--- src/rtl/taho_impuls_sched.sv ---
// Timebase (msec/sec strobes) and tagged three-word readout of the freq1/freq2/imp results.
// A snapshot is taken one cycle after each sec strobe and streamed over valid/ready.
module taho_impuls_sched #(
  parameter int MS_DIV     = 1000,
  parameter int MS_PER_SEC = 1000
) (
  input  logic        clock,
  input  logic        reset,
  input  logic        en,
  input  logic [15:0] freq1,
  input  logic [15:0] freq2,
  input  logic [15:0] imp,
  output logic        msec,
  output logic        sec,
  output logic [15:0] out_data,
  output logic [1:0]  out_tag,
  output logic        out_last,
  output logic        out_valid,
  input  logic        out_ready,
  output logic        ovr,
  input  logic        clr_ovr
);

  localparam int MSW = (MS_DIV > 1) ? $clog2(MS_DIV) : 1;
  localparam int SW  = (MS_PER_SEC > 1) ? $clog2(MS_PER_SEC) : 1;

  typedef enum logic [1:0] {IDLE, F1, F2, IMP} state_t;

  state_t          state_q, state_d;
  logic [MSW-1:0]  ms_cnt_q, ms_cnt_d;
  logic [SW-1:0]   s_cnt_q, s_cnt_d;
  logic            msec_q, msec_d;
  logic            sec_q, sec_d;
  logic            sec_dly_q, sec_dly_d;
  logic [15:0]     s1_q, s1_d, s2_q, s2_d, si_q, si_d;
  logic            ovr_q, ovr_d;
  logic            ms_wrap, s_wrap, load, final_acc;

  // Prescalers: the s_cnt wrap is decided on the same edge as the ms wrap so sec lines up with msec.
  always_comb begin
    ms_wrap   = (ms_cnt_q == MSW'(MS_DIV - 1));
    s_wrap    = (s_cnt_q == SW'(MS_PER_SEC - 1));
    ms_cnt_d  = '0;
    s_cnt_d   = '0;
    msec_d    = 1'b0;
    sec_d     = 1'b0;
    if (en) begin
      ms_cnt_d = ms_wrap ? '0 : ms_cnt_q + 1'b1;
      s_cnt_d  = s_cnt_q;
      msec_d   = ms_wrap;
      if (ms_wrap) begin
        s_cnt_d = s_wrap ? '0 : s_cnt_q + 1'b1;
        sec_d   = s_wrap;
      end
    end
    sec_dly_d = sec_q;
  end

  always_comb begin
    state_d   = state_q;
    s1_d      = s1_q;
    s2_d      = s2_q;
    si_d      = si_q;
    ovr_d     = ovr_q;
    load      = 1'b0;
    final_acc = (state_q == IMP) && out_ready;
    case (state_q)
      IDLE: if (sec_dly_q) load = 1'b1;
      F1:   if (out_ready) state_d = F2;
      F2:   if (out_ready) state_d = IMP;
      IMP:  if (out_ready) begin
              if (sec_dly_q) load = 1'b1;
              else           state_d = IDLE;
            end
      default: state_d = IDLE;
    endcase
    if (load) begin
      state_d = F1;
      s1_d    = freq1;
      s2_d    = freq2;
      si_d    = imp;
    end
    if (clr_ovr) ovr_d = 1'b0;
    // A snapshot arriving while a frame is still in flight is dropped; set beats clear.
    if (sec_dly_q && (state_q != IDLE) && !final_acc) ovr_d = 1'b1;
  end

  always_comb begin
    out_valid = (state_q != IDLE);
    out_data  = 16'h0000;
    out_tag   = 2'd0;
    out_last  = 1'b0;
    case (state_q)
      F1:  begin out_data = s1_q; out_tag = 2'd0; end
      F2:  begin out_data = s2_q; out_tag = 2'd1; end
      IMP: begin out_data = si_q; out_tag = 2'd2; out_last = 1'b1; end
      default: ;
    endcase
  end

  always_ff @(posedge clock or posedge reset) begin
    if (reset) begin
      state_q   <= IDLE;
      ms_cnt_q  <= '0;
      s_cnt_q   <= '0;
      msec_q    <= 1'b0;
      sec_q     <= 1'b0;
      sec_dly_q <= 1'b0;
      s1_q      <= 16'h0000;
      s2_q      <= 16'h0000;
      si_q      <= 16'h0000;
      ovr_q     <= 1'b0;
    end else begin
      state_q   <= state_d;
      ms_cnt_q  <= ms_cnt_d;
      s_cnt_q   <= s_cnt_d;
      msec_q    <= msec_d;
      sec_q     <= sec_d;
      sec_dly_q <= sec_dly_d;
      s1_q      <= s1_d;
      s2_q      <= s2_d;
      si_q      <= si_d;
      ovr_q     <= ovr_d;
    end
  end

  assign msec = msec_q;
  assign sec  = sec_q;
  assign ovr  = ovr_q;

endmodule

--- config.mk ---
export PLATFORM = sky130hd
export DESIGN_NAME = taho_impuls_sched
export DESIGN_NICKNAME = d
export VERILOG_FILES = /design/src/rtl/taho_impuls_sched.sv
export SDC_FILE = /design/constraint.sdc
export NUM_CORES = 1
export LEC_CHECK = 0
export ABC_CLOCK_PERIOD_IN_PS = 2500
export BUFFER_PORTS_ARGS = -buffer_cell sky130_fd_sc_hd__buf_2
export CAP_MARGIN = 0
export CORE_ASPECT_RATIO = 0.5
export CORE_UTILIZATION = 50
export CTS_CLUSTER_SIZE = 28
export DETAILED_ROUTE_END_ITERATION = 8
export HOLD_SLACK_MARGIN = 0.02
export PLACE_DENSITY = 0.81
export SLEW_MARGIN = 10
export SYNTH_ARGS = -nofsm -noshare
export SYNTH_HDL_FRONTEND = slang
export SYNTH_SLANG_ARGS = --single-unit
--- constraint.sdc ---
create_clock -name clock -period 2.5 [get_ports clock]
set_input_delay 0.25 -clock clock [delete_from_list [all_inputs] [get_ports clock]]
set_output_delay 0.25 -clock clock [all_outputs]
set_load 0.005 [all_outputs]
# Yosys cells after proc, flatten, opt, wreduce, memory -nomap -nowiden
# Index checks and enable logic that the tools add are counted.
# word_totals
ff_bits,74
# classes
add_sub_neg,2
eq_ne,10
n_mux,22
n_reduce_logical,9
# ops
op,count
$mux W10,5
$pmux W16 S3,1
$add A10 B1 Y10 const B,2
$eq A10 B10 Y1 const B,2
$ne A3 B3 Y1 const B,4
$mux W2,5
$mux W1,8
$pmux W2 S3,1
$reduce_and A5 Y1,1
$eq A2 B2 Y1 const B,2
$pmux W2 S2,1
$reduce_bool A2 Y1,2
$reduce_bool A4 Y1,1
$logic_and A1 B1 Y1,3
$eq A2 B1 Y1 const B,1
$logic_not A2 Y1,1
$ne A2 B1 Y1 const B,1
$pmux W1 S2,1
$logic_not A1 Y1,1

# Longest topological paths before layout
# logic_depth
depth_word,5
ltp_mapped,7
depth_no_buf,6

# Worst setup path before layout
# Ideal clock, no wire load.
# synth_path
kind,flip-flop to flip-flop
startpoint,register state_q[1]
endpoint,register s1_q[0]
setup_slack_ns,0.702
period_less_slack_ns,1.798
t_required_ns,2.375
arrival_ns,1.673
setup_time_ns,0.125
path_stages_with_launch,7
cell_sequence,dfrtp_1 -> ha_1 -> buf_2 -> a21oi_1 -> nor3b_2 -> buf_2 -> mux2_2
# synth_between
elab_chain_cells,2
word_cells_on_any_way,3
classes_between,1 x eq/ne; 1 x mux; 1 x reduce/logical
# synth_lines
item,line_no,rtl
start: declaration,29,"state_t state_q, state_d;"
start signal: assignment,114,state_q <= state_d;
$eq A2 B2 Y1 / $logic_not A2 Y1 (equally long branches),67,case (state_q)
$pmux W1 S2 *,67,
end signal: assignment,109,s1_q <= 16'h0000;
end signal: assignment,120,s1_q <= s1_d;
end: declaration,35,"logic [15:0] s1_q, s1_d, s2_q, s2_d, si_q, si_d;"
# Mark *: on every way between the ends. The rest lies on a longest branch, timed or not.
# A chain may end at the register's enable or synchronous reset.

# Worst setup path after layout
# layout_path
startpoint,register state_q[1]
endpoint,output port out_data[15]
# layout_between
elab_chain_cells,2
word_cells_on_any_way,4
classes_between,3 x eq/ne; 1 x mux
# layout_lines
item,line_no,rtl
$eq A2 B2 Y1 / $eq A2 B1 Y1 (equally long branches),93,case (state_q)
$pmux W16 S3 *,93,
end: declaration,15,"output logic [15:0] out_data,"
# Marked as above.

==> impl_metrics.json <==
{
  "status": "finished, final reports clean",
  "tns_ns": 0,
  "multi_input_area_sq_mm": 0.00146,
  "fin_worst_skew_ns": 0.00569,
  "grt_usage": 0.232,
  "ctsHtreeMaxLevel": 3,
  "vdd_drop_max_v": 0.000397,
  "startpoint_type": "register",
  "dpl.hpwl_mm": 5.00,
  "grt_max_degree": 75,
  "end_kind": "output port",
  "drt_iter0_markers": 203,
  "die_y_um": 60.4,
  "maxCapViolations": 0,
  "r2r_end": "state_q[1]",
  "synth.avg_cell_area_sq_um": 11.9,
  "r2r_start": "state_q[1]",
  "rsz0062_at_grt": "false",
  "clkSinkCount": 74,
  "design.die.area_sq_mm": 0.00718,
  "core_sq_mm": 0.00633,
  "cp.required_ns": 2.25,
  "yosysWarnings": 0,
  "arrival_ns": 2.06,
  "start_util": 0.539,
  "gp_congestion": 0.814,
  "hold_viol": 0,
  "regArea_sq_mm": 0.00185,
  "drive_gt1_frac": 0.398,
  "cts.clk_slew.worst_paths_ns": 0.05,
  "tightest_slew_ns": 0.696,
  "place_ws_ns": 0.511,
  "powerDensity_mw_per_mm2": 653,
  "synth.distinct_cells": 36,
  "drc": 0,
  "drt-met1-wl_mm": 2.96,
  "path_class": "reg -> out",
  "holdCritStartpoint": "clr_ovr",
  "ff2ff_setup_slack_ns": 0.49,
  "min_to": "ovr",
  "post_drt_wl_per_cell_um": 16.8,
  "leakage_nw": 2.13,
  "via_per_inst": 5.63,
  "clock_latency_ns": 0.33,
  "synth_edf_count": 0,
  "fin_cells": 455,
  "drt-total-wl_mm": 7.65,
  "fin_nets": 424,
  "std_cell_rows": 20,
  "wl_met3_um": 342,
  "min_path_cells": 2,
  "synth-async-reset-ratio": 1.00,
  "syn_nets": 348,
  "hold_buffers": 1,
  "first_pass_iters": 5,
  "period_share": 0.926,
  "postRouteAntennaNets": 0,
  "worst-path-max-fanout": 17,
  "vias": 2562,
  "cts.path.max_buffers": 2,
  "wl_met2_mm": 4.22,
  "hold_class": "in -> reg",
  "post_cts_resized": 0,
  "setup_slack_ns": 0.185,
  "timing.hold.ws_ns": 0.115,
  "rr_worst_depth": 5,
  "ios": 76,
  "place_inst": 438,
  "clock.fmax_mhz": 432,
  "ys_ff_latch": 74,
  "grt_pass1_wl_mm": 12.6,
  "area_growth_pct": 24.6,
  "min_period_ns": 2.31,
  "root_buffer": "clkbuf_16",
  "first_global_vias": 2622,
  "highest_layer": "met4",
  "grt-ovfl-total": 0,
  "cts_buffers": 9,
  "antennaDiodeCount": 0,
  "slew_violations": 0,
  "antenna_found_initial": 0,
  "fillerInstances": 457,
  "netlist_area_sq_mm": 0.00341,
  "synth_seq_area_share": 0.543,
  "post_cts_buffers": 0,
  "finalSetupViolCount": 0,
  "synthCells": 286,
  "port_buffers": 75,
  "relSlewSlack": 0.536,
  "die_w_um": 119,
  "ys.flop_type": "dfrtp_1",
  "cts_tree": "yes"
}
## Yosys cell counts, types with 2 or more instances
cell,number,area (sq um)
o2111ai_1,2,17.5
o21ai_0,2,10.0
mux2_2,44,495
nor2_1,32,120
xor2_1,4,35.0
and3_1,3,18.8
and4_1,2,17.5
ha_1,9,113
xnor2_1,5,43.8
buf_2,7,35.0
clkbuf_1,7,26.3
a21oi_1,2,10.0
dfrtp_1,74,1850
nand2_1,19,71.3
inv_1,8,30.0
a222oi_1,16,160
nand4_1,7,43.8
nor3_1,3,15.0
a31oi_1,2,12.5
nand3_1,17,85.1
or3_1,3,18.8
mux2_1,4,45.0
## registers in the layout (all words and copies together), names as in the netlist
signal,count
state_q,2
s1_q,16
ms_cnt_q,10
sec_dly_q,1
si_q,16
msec,1
s2_q,16
ovr,1
sec,1
s_cnt_q,10
## critical path, cell delays in order (launching register included)
cell	delay (ns)
dfrtp_1	0.44
inv_1	0.13
ha_1	0.61
a222oi_1	0.25
nor2_1	0.16
buf_2	0.14
## logic make-up (layout without fill, tap and decap cells)
logic type | after synthesis | count (layout) | synth area share
DFF | 74 | 74 | 0.543
and+or+nand+nor | 94 | 94 | 0.139
muxes | 48 | 48 | 0.158
adders and majority gates | 9 | 9 | 0.0330
buffers and inverters | 24 | 105 | 0.0312
xor gates and xnor gates | 9 | 9 | 0.0231
AOI/OAI and AO/OA | 28 | 28 | 0.0726
## through the flow
| stage | power [mW] | area [sq um] | util |
|---|---|---|---|
| after global routing | 2.88 | 4250 | 0.672 |
| after global placement | 1.31 | 3890 | 0.615 |
| final | 2.78 | 4250 | 0.672 |
| after CTS | 2.80 | 4250 | 0.672 |
| after floorplan | 1.25 | 3410 | - |
| after detailed placement | 1.31 | 3890 | 0.615 |
## power by group
part / internal (mW) / switching (mW) / leakage (nW)
Sequential: 1.20 / 0.00333 / 1.03
Combinational: 0.0377 / 0.0450 / 0.921
Clock: 1.02 / 0.464 / 0.176
Total: 2.26 / 0.512 / 2.13
## layer usage
layer	vias to the layer above	GRT usage
li1	1198	-
met1	1286	0.268
met2	65	0.424
met3	13	0.0545
met4	0	0.118
met5	-	0
## area by class of cell
class | count | share of cell area
clock buffer | 11 | 0.0594
clock inverter | 5 | 0.0235
inverter | 8 | 0.00706
multi-input combinational | 188 | 0.344
sequential | 74 | 0.435
tap | 88 | 0.0259
timing repair buffer | 81 | 0.105
## placed cells by master, fill, tap and decap left out, types with 9 or more instances in the layout
master	synthesis	layout
a222oi_1	16	16
nor2_1	32	32
mux2_2	44	44
nand3_1	17	17
ha_1	9	9
clkbuf_16	0	9
nand2_1	19	19
dfrtp_1	74	74
buf_2	7	75
## worst max-delay path by stage
stage	startpoint	endpoint
2_1_floorplan	reset	ms_cnt_q[0]
3_3_place_gp	state_q[0]	state_q[0]
3_5_place_dp	state_q[0]	state_q[0]
4_1_cts	state_q[1]	out_data[15]
5_1_grt	state_q[0]	out_data[14]
6_report	state_q[1]	out_data[15]
Note: power is estimated with default switching activity, not from simulation.
